`config.mk`:
```
export PLATFORM = sky130hd
export DESIGN_NAME = ring_bridge_injector
export DESIGN_NICKNAME = d
export VERILOG_FILES = /design/src/rtl/ring_bridge_injector.sv
export SDC_FILE = /design/constraint.sdc
export NUM_CORES = 1
export LEC_CHECK = 0
export CAP_MARGIN = 20
export CORE_MARGIN = 1
export CORE_UTILIZATION = 48
export CTS_BUF_LIST = sky130_fd_sc_hd__clkbuf_2
export DETAILED_ROUTE_END_ITERATION = 8
export PLACE_DENSITY = 0.92
export SLEW_MARGIN = 10
export SYNTH_ARGS = -nofsm -noshare
export SYNTH_HDL_FRONTEND = slang
export SYNTH_SLANG_ARGS = --single-unit
```
`constraint.sdc`:
```
create_clock -name clk -period 1.6 [get_ports clk]
set_input_delay 0.24 -clock clk [delete_from_list [all_inputs] [get_ports clk]]
set_output_delay 0.24 -clock clk [all_outputs]
set_load 0.005 [all_outputs]
```
`src/rtl/ring_bridge_injector.sv`:
```
// Cross-ring bridge: pops the connect-router buffer head into a one-entry holding
// register and offers it on the peer ring's inj port until accepted.
`ifndef CONTROL_W
`define CONTROL_W 16
`endif
`ifndef VALID_F
`define VALID_F 15
`endif
`ifndef DEST_F
`define DEST_F 14:12
`endif

module ring_bridge_injector #(
  parameter int STARVE_LIMIT = 16,
  parameter int CNT_W        = 16
) (
  input  logic                  clk,
  input  logic                  rst,
  input  logic [`CONTROL_W-1:0] buf_out,
  input  logic [2:0]            buf_size,
  input  logic                  buf_full,
  output logic                  buf_pop,
  output logic [`CONTROL_W-1:0] inj_out,
  input  logic                  inj_accept,
  output logic                  starve,
  output logic                  busy,
  output logic [CNT_W-1:0]      fwd_cnt,
  output logic [CNT_W-1:0]      drop_cnt
);

  localparam int WAIT_W = (STARVE_LIMIT > 1) ? $clog2(STARVE_LIMIT) : 1;
  localparam logic [WAIT_W-1:0] WAIT_MAX = (STARVE_LIMIT > 1) ? WAIT_W'(STARVE_LIMIT - 1) : '0;

  typedef enum logic [1:0] {
    S_EMPTY  = 2'd0,
    S_HOLD   = 2'd1,
    S_STARVE = 2'd2
  } state_t;

  state_t                  state_q, state_d;
  logic [`CONTROL_W-1:0]   hold_q, hold_d;
  logic [WAIT_W-1:0]       wait_q, wait_d;
  logic [CNT_W-1:0]        fwd_cnt_q, fwd_cnt_d;
  logic [CNT_W-1:0]        drop_cnt_q, drop_cnt_d;

  logic                    held;
  logic                    fwd_fire;
  logic                    load;
  logic                    head_valid;
  logic [WAIT_W-1:0]       wait_inc;
  logic                    unused_buf_full;

  // Occupancy alone drives popping; the full flag is informational only.
  assign unused_buf_full = buf_full;

  assign held       = (state_q != S_EMPTY);
  assign fwd_fire   = held && inj_accept;
  assign load       = (buf_size != 3'd0) && ((state_q == S_EMPTY) || inj_accept);
  assign head_valid = buf_out[`VALID_F];
  assign wait_inc   = wait_q + 1'b1;

  always_ff @(posedge clk or negedge rst) begin
    if (!rst) begin
      state_q    <= S_EMPTY;
      hold_q     <= '0;
      wait_q     <= '0;
      fwd_cnt_q  <= '0;
      drop_cnt_q <= '0;
    end else begin
      state_q    <= state_d;
      hold_q     <= hold_d;
      wait_q     <= wait_d;
      fwd_cnt_q  <= fwd_cnt_d;
      drop_cnt_q <= drop_cnt_d;
    end
  end

  always_comb begin
    state_d = state_q;
    if (load) begin
      if (!head_valid)
        state_d = S_EMPTY;
      else if (WAIT_MAX == '0)
        state_d = S_STARVE;
      else
        state_d = S_HOLD;
    end else if (fwd_fire) begin
      state_d = S_EMPTY;
    end else if ((state_q == S_HOLD) && (wait_inc == WAIT_MAX)) begin
      state_d = S_STARVE;
    end
  end

  // A load in the accept cycle replaces the outgoing flit, giving one flit per cycle.
  always_comb begin
    hold_d     = hold_q;
    wait_d     = wait_q;
    fwd_cnt_d  = fwd_cnt_q;
    drop_cnt_d = drop_cnt_q;
    if (fwd_fire)
      fwd_cnt_d = fwd_cnt_q + 1'b1;
    if (load) begin
      if (head_valid) begin
        hold_d = buf_out;
        wait_d = '0;
      end else begin
        hold_d     = '0;
        drop_cnt_d = drop_cnt_q + 1'b1;
      end
    end else if (fwd_fire) begin
      hold_d = '0;
    end else if (state_q == S_HOLD) begin
      wait_d = wait_inc;
    end
  end

  always_comb begin
    buf_pop  = load && rst;
    busy     = held;
    starve   = (state_q == S_STARVE);
    inj_out  = hold_q;
    fwd_cnt  = fwd_cnt_q;
    drop_cnt = drop_cnt_q;
  end

endmodule

```
# == Yosys cells after proc, flatten, opt, wreduce, memory -nomap -nowiden ==
# Index checks and enable logic that the tools add are counted.
# totals
out_inout_bits,51
word_cells,38
register_bits,54
in_bits,23
# op_classes
addsub,3
n_eq_ne,5
mux,11
n_reduce_logical,13
bitwise_logic,1
# op_table
op,count
$mux 16,3
$add 16x1->16 const B,2
$mux 4,4
$mux 2,3
$reduce_bool 2->1,3
$reduce_bool 3->1,2
$add 4x1->4 const B,1
$eq 4x4->1 const B,1
$logic_and 1x1->1,4
$reduce_and 3->1,1
$eq 2x1->1 const B,1
$eq 2x2->1 const B,1
$logic_not 2->1,1
$ne 2x1->1 const B,1
$ne 2x2->1 const B,1
$reduce_and 2->1,1
$logic_or 1x1->1,1
$mux 1,1
$not 1->1,1

# == Logic depth before layout (Yosys ltp) ==
# Gate-level depths: netlist of run 1.
# logic_depth
word_depth,6
mapped_depth,5
mapped_depth_nobuf,5

# == Least setup slack after synthesis of run 1 ==
# No wires, ideal clock.
# synth_path
path_type,flip-flop to flip-flop
from,reg state_q[1]
to,"reg drop_cnt_q[1], in the netlist drop_cnt[1]"
stages_incl_launch_ff,4
n_path_buf,0
required_ps,1475
slack_ps,132
synth_period_minus_slack_ps,1468
t_arrival_ps,1344
setup_time_ps,125
path_cell_list,dfrtp_1 > o21ba_4 > nor3_1 > mux2_2
# synth_via
elab_chain_cells,4
# synth_lines
element,line_no,rtl
"start, declared",40,"state_t state_q, state_d;"
"start signal, assigned",70,state_q <= state_d;
$logic_not 2->1,58,assign load = (buf_size != 3'd0) && ((state_q == S_EMPTY) || inj_accept);
$logic_or 1x1->1,58,
$logic_and 1x1->1,58,
$reduce_and 2->1 (no source line),-,
"end signal, assigned",74,drop_cnt_q <= drop_cnt_d;
"end, declared",44,"logic [CNT_W-1:0] drop_cnt_q, drop_cnt_d;"
# No other way between the ends.
# A chain may end at the register's enable or synchronous reset.

# == Final worst setup path of run 1 ==
# layout_path
from,reg state_q[0]
to,"reg drop_cnt_q[1], in the netlist drop_cnt[1]"
# The elaborated chain is that of the path after synthesis.

==> out/results.txt, run 1 <==
Xor-xnor portion of the synthesized cell area: 0.114
Mapped Cells: 192
Flop2flop setup slack: -0.04 ns
CP Capture Type: flop
Worst Hold Path Cells: 2
Largest net degree at the start of global routing: 55
RSZ-0062 raised after global routing: true
Static Leak: 0.00211 µW
Yosys warns: 0
Net count after synthesis: 219
Gr usage total: 0.253
HP Class: primary input to flop
Initial Util: 0.499
Reg2Reg Depth: 5
Status: complete, but fails checks
Crit share post-route: 1.03
Clk buf depth: 2
Drc violations: 0
Slew Limit Fails: 0
Final core occ: 0.813
Placed cells: 347
H-Tree Level Count: 2
Endpoints failing setup: 10
# rows: 25
Initial antenna violation count: 0
Pre-CTS WS: -0.319 ns
Layout cell share with drive strength beyond 1: 0.319
F_max: 609 MHz
WHS Endpoint: inj_out[4]
Initial drt markers: 85
Hold Crit Start: buf_out[4]
Met3 Use GR: 0.0333
Num ports: 74
Reg2reg end: drop_cnt[1]
Average routed wire per standard cell: 15.5 µm
Worst-path clk slew: 0.26 ns
Via count: 2116
Met1 usage: 0.321
Port bufs: 72
Final ANT Viol Nets: 0
Core ar.: 4750 µm²
Worst vdd ir: 0.665 mV
Net count, final: 371
Total CTS buffers: 5
First-pass GRT wire length: 10.1 mm
Layout area overhead: 62.7%
Initial DRT Pass Iterations: 4
MaxCap Viol Count: 0
Die X: 72.3 µm
Clock Latency Late Sink: 0.41 ns
Crit start category: flop
Req. time, crit path: 1.95 ns
Syn Area/Cell: 12.4 µm²
CTS tree: built
Dpl hpwl: 3.76 mm
Post-detailed-route via-to-cell ratio: 5.14
Vias in the first global route: 2163
Die area: 5230 µm²
Routability cong.: 0.709
CP Class: flop to flop
Clock root buffer: clkbuf_2
Non-filler cells, final: 412
Antenna diodes: 0
Post-Route Skew: 0.0128 ns
Arr. time, crit path: 1.99 ns
Adder-cell share of the synthesized area: 0.0211
PwrDens: 944 nW/µm²
Final wirelength: 6.37 mm
Worst slew pin tran: 0.667 ns
Mux cell area share after synthesis: 0.00896
Post-synthesis simple-gate area fraction: 0.181
Final worst slack: -0.0408 ns
Min Tclk post-route: 1.64 ns
Chip Height: 72.3 µm
Synthesized area: 2370 µm²
Met2 Usage GRT: 0.444
Critical path peak fanout: 4
Largest family of logic cells by synthesized area: simple AND/OR/NAND/NOR gates
Synth Area in Compound Gates: 0.0948
Yosys cell types: 40
Final Hold Fails: 0
Violated checks: negative setup slack
Max-slew headroom: 0.556
Yosys reg bits: 54
Clock Sinks: 54
Reg2reg start: state_q[0]
Setup TNS: -0.191 ns
Design area: 3860 µm²
Seq/Total Area, Yosys: 0.569
Grt ovf: 0
Gr busiest metal: met2
Area after DPL: 3300 µm²
[cell usage after synthesis, drive strengths merged]
cell type | instances | area share
nand4b | 1 | 0.0037
nand3b | 3 | 0.0095
or2 | 1 | 0.0026
and2 | 5 | 0.013
and3b | 1 | 0.0037
nor4 | 1 | 0.0090
a21boi | 1 | 0.0032
or3b | 1 | 0.0037
and4 | 7 | 0.026
nand4 | 5 | 0.013
nor2b | 2 | 0.0053
o21a | 1 | 0.0032
a21oi | 1 | 0.0021
a22o | 15 | 0.055
nor3 | 3 | 0.013
a21o | 1 | 0.0032
or3 | 2 | 0.0074
nor2 | 2 | 0.0042
o21ba | 1 | 0.0069
inv | 2 | 0.0032
dfrtp | 54 | 0.57
nand2b | 2 | 0.0053
buf | 3 | 0.0074
and3 | 5 | 0.013
o21ai | 5 | 0.012
ha | 4 | 0.021
o21bai | 2 | 0.0063
nand3 | 11 | 0.023
xor2 | 7 | 0.026
mux2i | 1 | 0.0042
mux2 | 1 | 0.0047
o22ai | 1 | 0.0026
nand2 | 16 | 0.025
xnor2 | 24 | 0.089
[stage by stage]
step | total power (µW) | hold WS (ns)
detailed placement | 2730 | 0.467
global placement | 2680 | 0.459
global route | 3850 | 0.387
floorplan | 2130 | -0.0556
finish | 3650 | 0.413
CTS | 3620 | 0.356
[final cells by class]
cell class	count	area, µm²
clock inverters	2	37.5
repair buffers	148	1290
inverters	2	7.51
multi-input cells	133	1060
well taps	67	83.8
clock buffers	6	30.0
fillers	290	891
flip-flops and latches	54	1360
[placed cells by master (no fill, tap or decap), types with 2 or more instances in the layout]
cell / netlist / routed
and2_1: 5 / 5
ha_1: 4 / 4
xor2_1: 7 / 7
dlygate4sd2_1: 0 / 39
nor3_2: 1 / 2
nor2b_1: 2 / 2
nand3_1: 11 / 9
buf_4: 1 / 68
dfrtp_1: 54 / 51
and3_1: 5 / 5
nand3_2: 0 / 2
clkdlybuf4s50_1: 0 / 20
nand2_2: 0 / 2
o21ai_0: 4 / 2
clkbuf_2: 0 / 6
a22o_1: 15 / 15
buf_2: 2 / 3
nand4_1: 5 / 5
dfrtp_2: 0 / 3
xnor2_1: 24 / 23
nand3b_1: 3 / 3
buf_6: 0 / 7
nand2_1: 16 / 13
nand2b_1: 2 / 2
dlymetal6s2s_1: 0 / 9
and4_1: 7 / 7
[critical path: stages (launching register included)]
cell and delay [ns]:
dfrtp_2 0.48, buf_6 0.13, buf_6 0.12, o21ba_4 0.22
nor3_2 0.26, mux2_2 0.37
[power by group]
| part | leakage [µW] | internal [µW] | total (µW) | switching, µW |
|---|---|---|---|---|
| Clock | 0.0000392 | 270 | 677 | 407 |
| Combinational | 0.00135 | 736 | 1280 | 545 |
| Sequential | 0.000711 | 1560 | 1690 | 128 |
| Total | 0.00211 | 2570 | 3650 | 1080 |
[logic make-up after synthesis]
logic type      after synthesis
fa+ha+maj                     4
mux                           2
buf+inv                       5
simple gates                 68
compound gates               28
flops                        54
xor+xnor                     31
[how the worst max path moves through the flow]
stage	slack (ns)	to	from	cells past startpoint
finish	-0.04	drop_cnt[1]	state_q[0]	5
global route	-0.13	drop_cnt[5]	state_q[0]	7
CTS	-0.09	buf_pop	state_q[0]	4
detailed placement	-0.32	buf_pop	buf_size[1]	4
global placement	-0.30	buf_pop	buf_size[1]	4
floorplan	0.13	drop_cnt[1]	state_q[1]	3
[state kept, by name, summed over array words and instances, names as in the netlist]
name,flops
drop_cnt,16
fwd_cnt,16
inj_out,16
state_q,2
wait_q,4
[timing repair]
item / CTS / global route
hold buffers: 1 / 0
endpoints found under the hold margin: 54 / 0
buffers inserted: 48 / 8
setup endpoints to repair: 60 / 30
pin swaps: 8 / 13
resized for setup: 66 / 21
[layer usage]
layer	part of all wire	wire, µm
met5	0	0
met4	0.011	67
met3	0.031	199
met2	0.52	3330
met1	0.43	2770
Power figures use the tool's default switching activity.
==> run 2, diff against run 1 <==
--- a/config.mk
+++ b/config.mk
@@ -5,12 +5,11 @@
 export SDC_FILE = /design/constraint.sdc
 export NUM_CORES = 1
 export LEC_CHECK = 0
-export CAP_MARGIN = 20
 export CORE_MARGIN = 1
-export CORE_UTILIZATION = 48
+export CORE_UTILIZATION = 43
 export CTS_BUF_LIST = sky130_fd_sc_hd__clkbuf_2
 export DETAILED_ROUTE_END_ITERATION = 8
-export PLACE_DENSITY = 0.92
+export PLACE_DENSITY = 0.88
 export SLEW_MARGIN = 10
 export SYNTH_ARGS = -nofsm -noshare
 export SYNTH_HDL_FRONTEND = slang
==> constraint.sdc (replaced) <==
create_clock -name clk -period 1.35 [get_ports clk]
set_input_delay 0.2025 -clock clk [delete_from_list [all_inputs] [get_ports clk]]
set_output_delay 0.2025 -clock clk [all_outputs]
set_load 0.005 [all_outputs]
==> run 2 against run 1 <==
  * The run still ends with negative setup slack left
  * Register-to-register slack worse by 0.32 ns
  * Worst hold slack got worse by 0.063 ns
  * Critical path depth grew 3
  * Design area is 13% higher
  * Sequential cell count did not move
  * Critical path type unchanged
==> out/results.txt, run 2 (synthesis gave the netlist of run 1 again) <==
Critical path peak fanout: 3
Layout area overhead: 83.9%
Most numerous cell on the critical path: buf_6
Initial DRT Pass Iterations: 5
Violated checks: negative setup slack
CP Capture Type: flop
CP max stage delay: 0.46 ns
Vias in the first global route: 2379
Average routed wire per standard cell: 19.5 µm
Port bufs: 72
CP Class: flop to flop
CTS tree: built
Clock root buffer: clkbuf_2
Net count, final: 392
Dpl hpwl: 4.00 mm
Final worst slack: -0.363 ns
Clk buf depth: 2
HP Class: primary input to flop
F_max: 584 MHz
Routability cong.: 0.782
Post-Route Skew: 0.0366 ns
Clk pwr share: 0.125
Critical-path cell list: buf_6, buf_6, buf_12, buf_6, or3b_4, inv_2, or3_1, o21ai_1
Layout cell share with drive strength beyond 1: 0.492
Slew Limit Fails: 0
WP buf/inv: 5
Hold_ws: 0.350 ns
P_int: 3240 µW
First-pass GRT wire length: 11.8 mm
Die area: 5820 µm²
Final Hold Fails: 0
Gate power share: 0.453
Initial drt markers: 95
Static Leak: 0.00212 µW
Largest net degree at the start of global routing: 55
Pre-CTS WS: -0.537 ns
# rows: 26
Core ar.: 5200 µm²
Num ports: 74
Worst vdd ir: 0.751 mV
Via count: 2337
MaxCap Viol Count: 0
Die X: 76.3 µm
Switching Fraction: 0.325
Crit start category: flop
Drc violations: 0
RSZ-0062 raised after global routing: true
Sequential power share: 0.422
Max-slew headroom: 0.540
Slowest stage cell, crit path: dfrtp_1
Final Power: 4790 µW
Initial antenna violation count: 1
Switching power: 1560 µW
CP top delay family: simple AND/OR/NAND/NOR gates
Endpoints failing setup: 58
Min Tclk post-route: 1.71 ns
Crit share post-route: 1.27
Req. time, crit path: 1.73 ns
Initial Util: 0.456
Commonest non-fill, non-tap cells in the layout: 71 x buf_4, 53 x dfrtp_1, 40 x clkdlybuf4s15_1, 27 x buf_6, 20 x clkdlybuf4s50_1
Gr usage total: 0.257
Total CTS buffers: 5
Status: complete, but fails checks
Clock Sinks: 54
Grt ovf: 0
Worst slew pin tran: 0.689 ns
Final wirelength: 8.46 mm
H-Tree Level Count: 2
PwrDens: 1100 nW/µm²
Final ANT Viol Nets: 0
Chip Height: 76.3 µm
Arr. time, crit path: 2.09 ns
Clock Latency Late Sink: 0.44 ns
FILL cells: 271
Post-detailed-route via-to-cell ratio: 5.37
Commonest non-fill, non-tap cell in the layout: buf_4
Worst-path clk slew: 0.27 ns
==> run 2: cell count changes in the layout (fill, tap and decap cells not counted), moves of 5 or more <==
cell             previous run  this run
dlymetal6s2s_1              9         0
nand2_2                     2        11
xnor2_1                    23        12
nand2_1                    13         2
clkdlybuf4s15_1             0        40
nand3_1                     9         1
buf_6                       7        27
nand3_4                     0         5
xnor2_2                     1        12
dlygate4sd2_1              39         0
==> run 2: final timing paths <==
path                       slack (ns)  depth (start not counted)         from           to
min in group asynchronous        0.53                          3          rst  drop_cnt[1]
setup / recovery                -0.36                          8   state_q[0]    wait_q[0]
max in group asynchronous        0.34                          3          rst   inj_out[6]
hold reg to reg                  0.54                          1   inj_out[3]   inj_out[3]
setup reg to reg                -0.36                          8   state_q[0]    wait_q[0]
hold / removal                   0.35                          2  buf_out[14]  inj_out[14]
==> run 2: cell type report <==
type	count	area [µm²]	area share
Sequential cell	54	1350	0.310
Multi-Input combinational cell	133	1350	0.308
Clock buffer	5	25.0	0.00573
Antenna cell	1	2.50	0.000573
Timing Repair Buffer	169	1540	0.353
Tap cell	70	87.6	0.0201
Clock inverter	1	3.75	0.000860
Inverter	2	7.51	0.00172
==> run 2: timing repair <==
item                                   4_1_cts  5_1_grt
setup buffers                               54       21
pin swaps                                   23       36
hold buffers                                 1        0
setup endpoints to repair                  104       98
resized for setup                          113      109
endpoints found under the hold margin       54        0
==> run 2: per-stage QoR <==
stage	std cells	TNS, ns	util	area (µm²)
after floorplan	192	-0.326	-	2390
after global placement	356	-19.51	0.648	3370
after detailed placement	356	-20.60	0.648	3370
after CTS	415	-8.79	0.748	3890
after global routing	435	-16.79	0.839	4370
final	435	-12.66	0.839	4370
==> run 2: routing by layer <==
| metal | routed length [µm] | track usage |
|---|---|---|
| met5 | 0 | 0 |
| met3 | 264 | 0.0383 |
| met4 | 247 | 0.0885 |
| met2 | 4510 | 0.464 |
| met1 | 3440 | 0.313 |
==> run 2: power by group through the flow <==
stage	sequential, µW	clock (µW)	combinational, µW
3_5_place_dp	2110	0	1270
6_report	2020	600	2170
4_1_cts	1990	578	1700
5_1_grt	2050	680	2310
3_3_place_gp	2100	0	1230
2_1_floorplan	2130	0	398
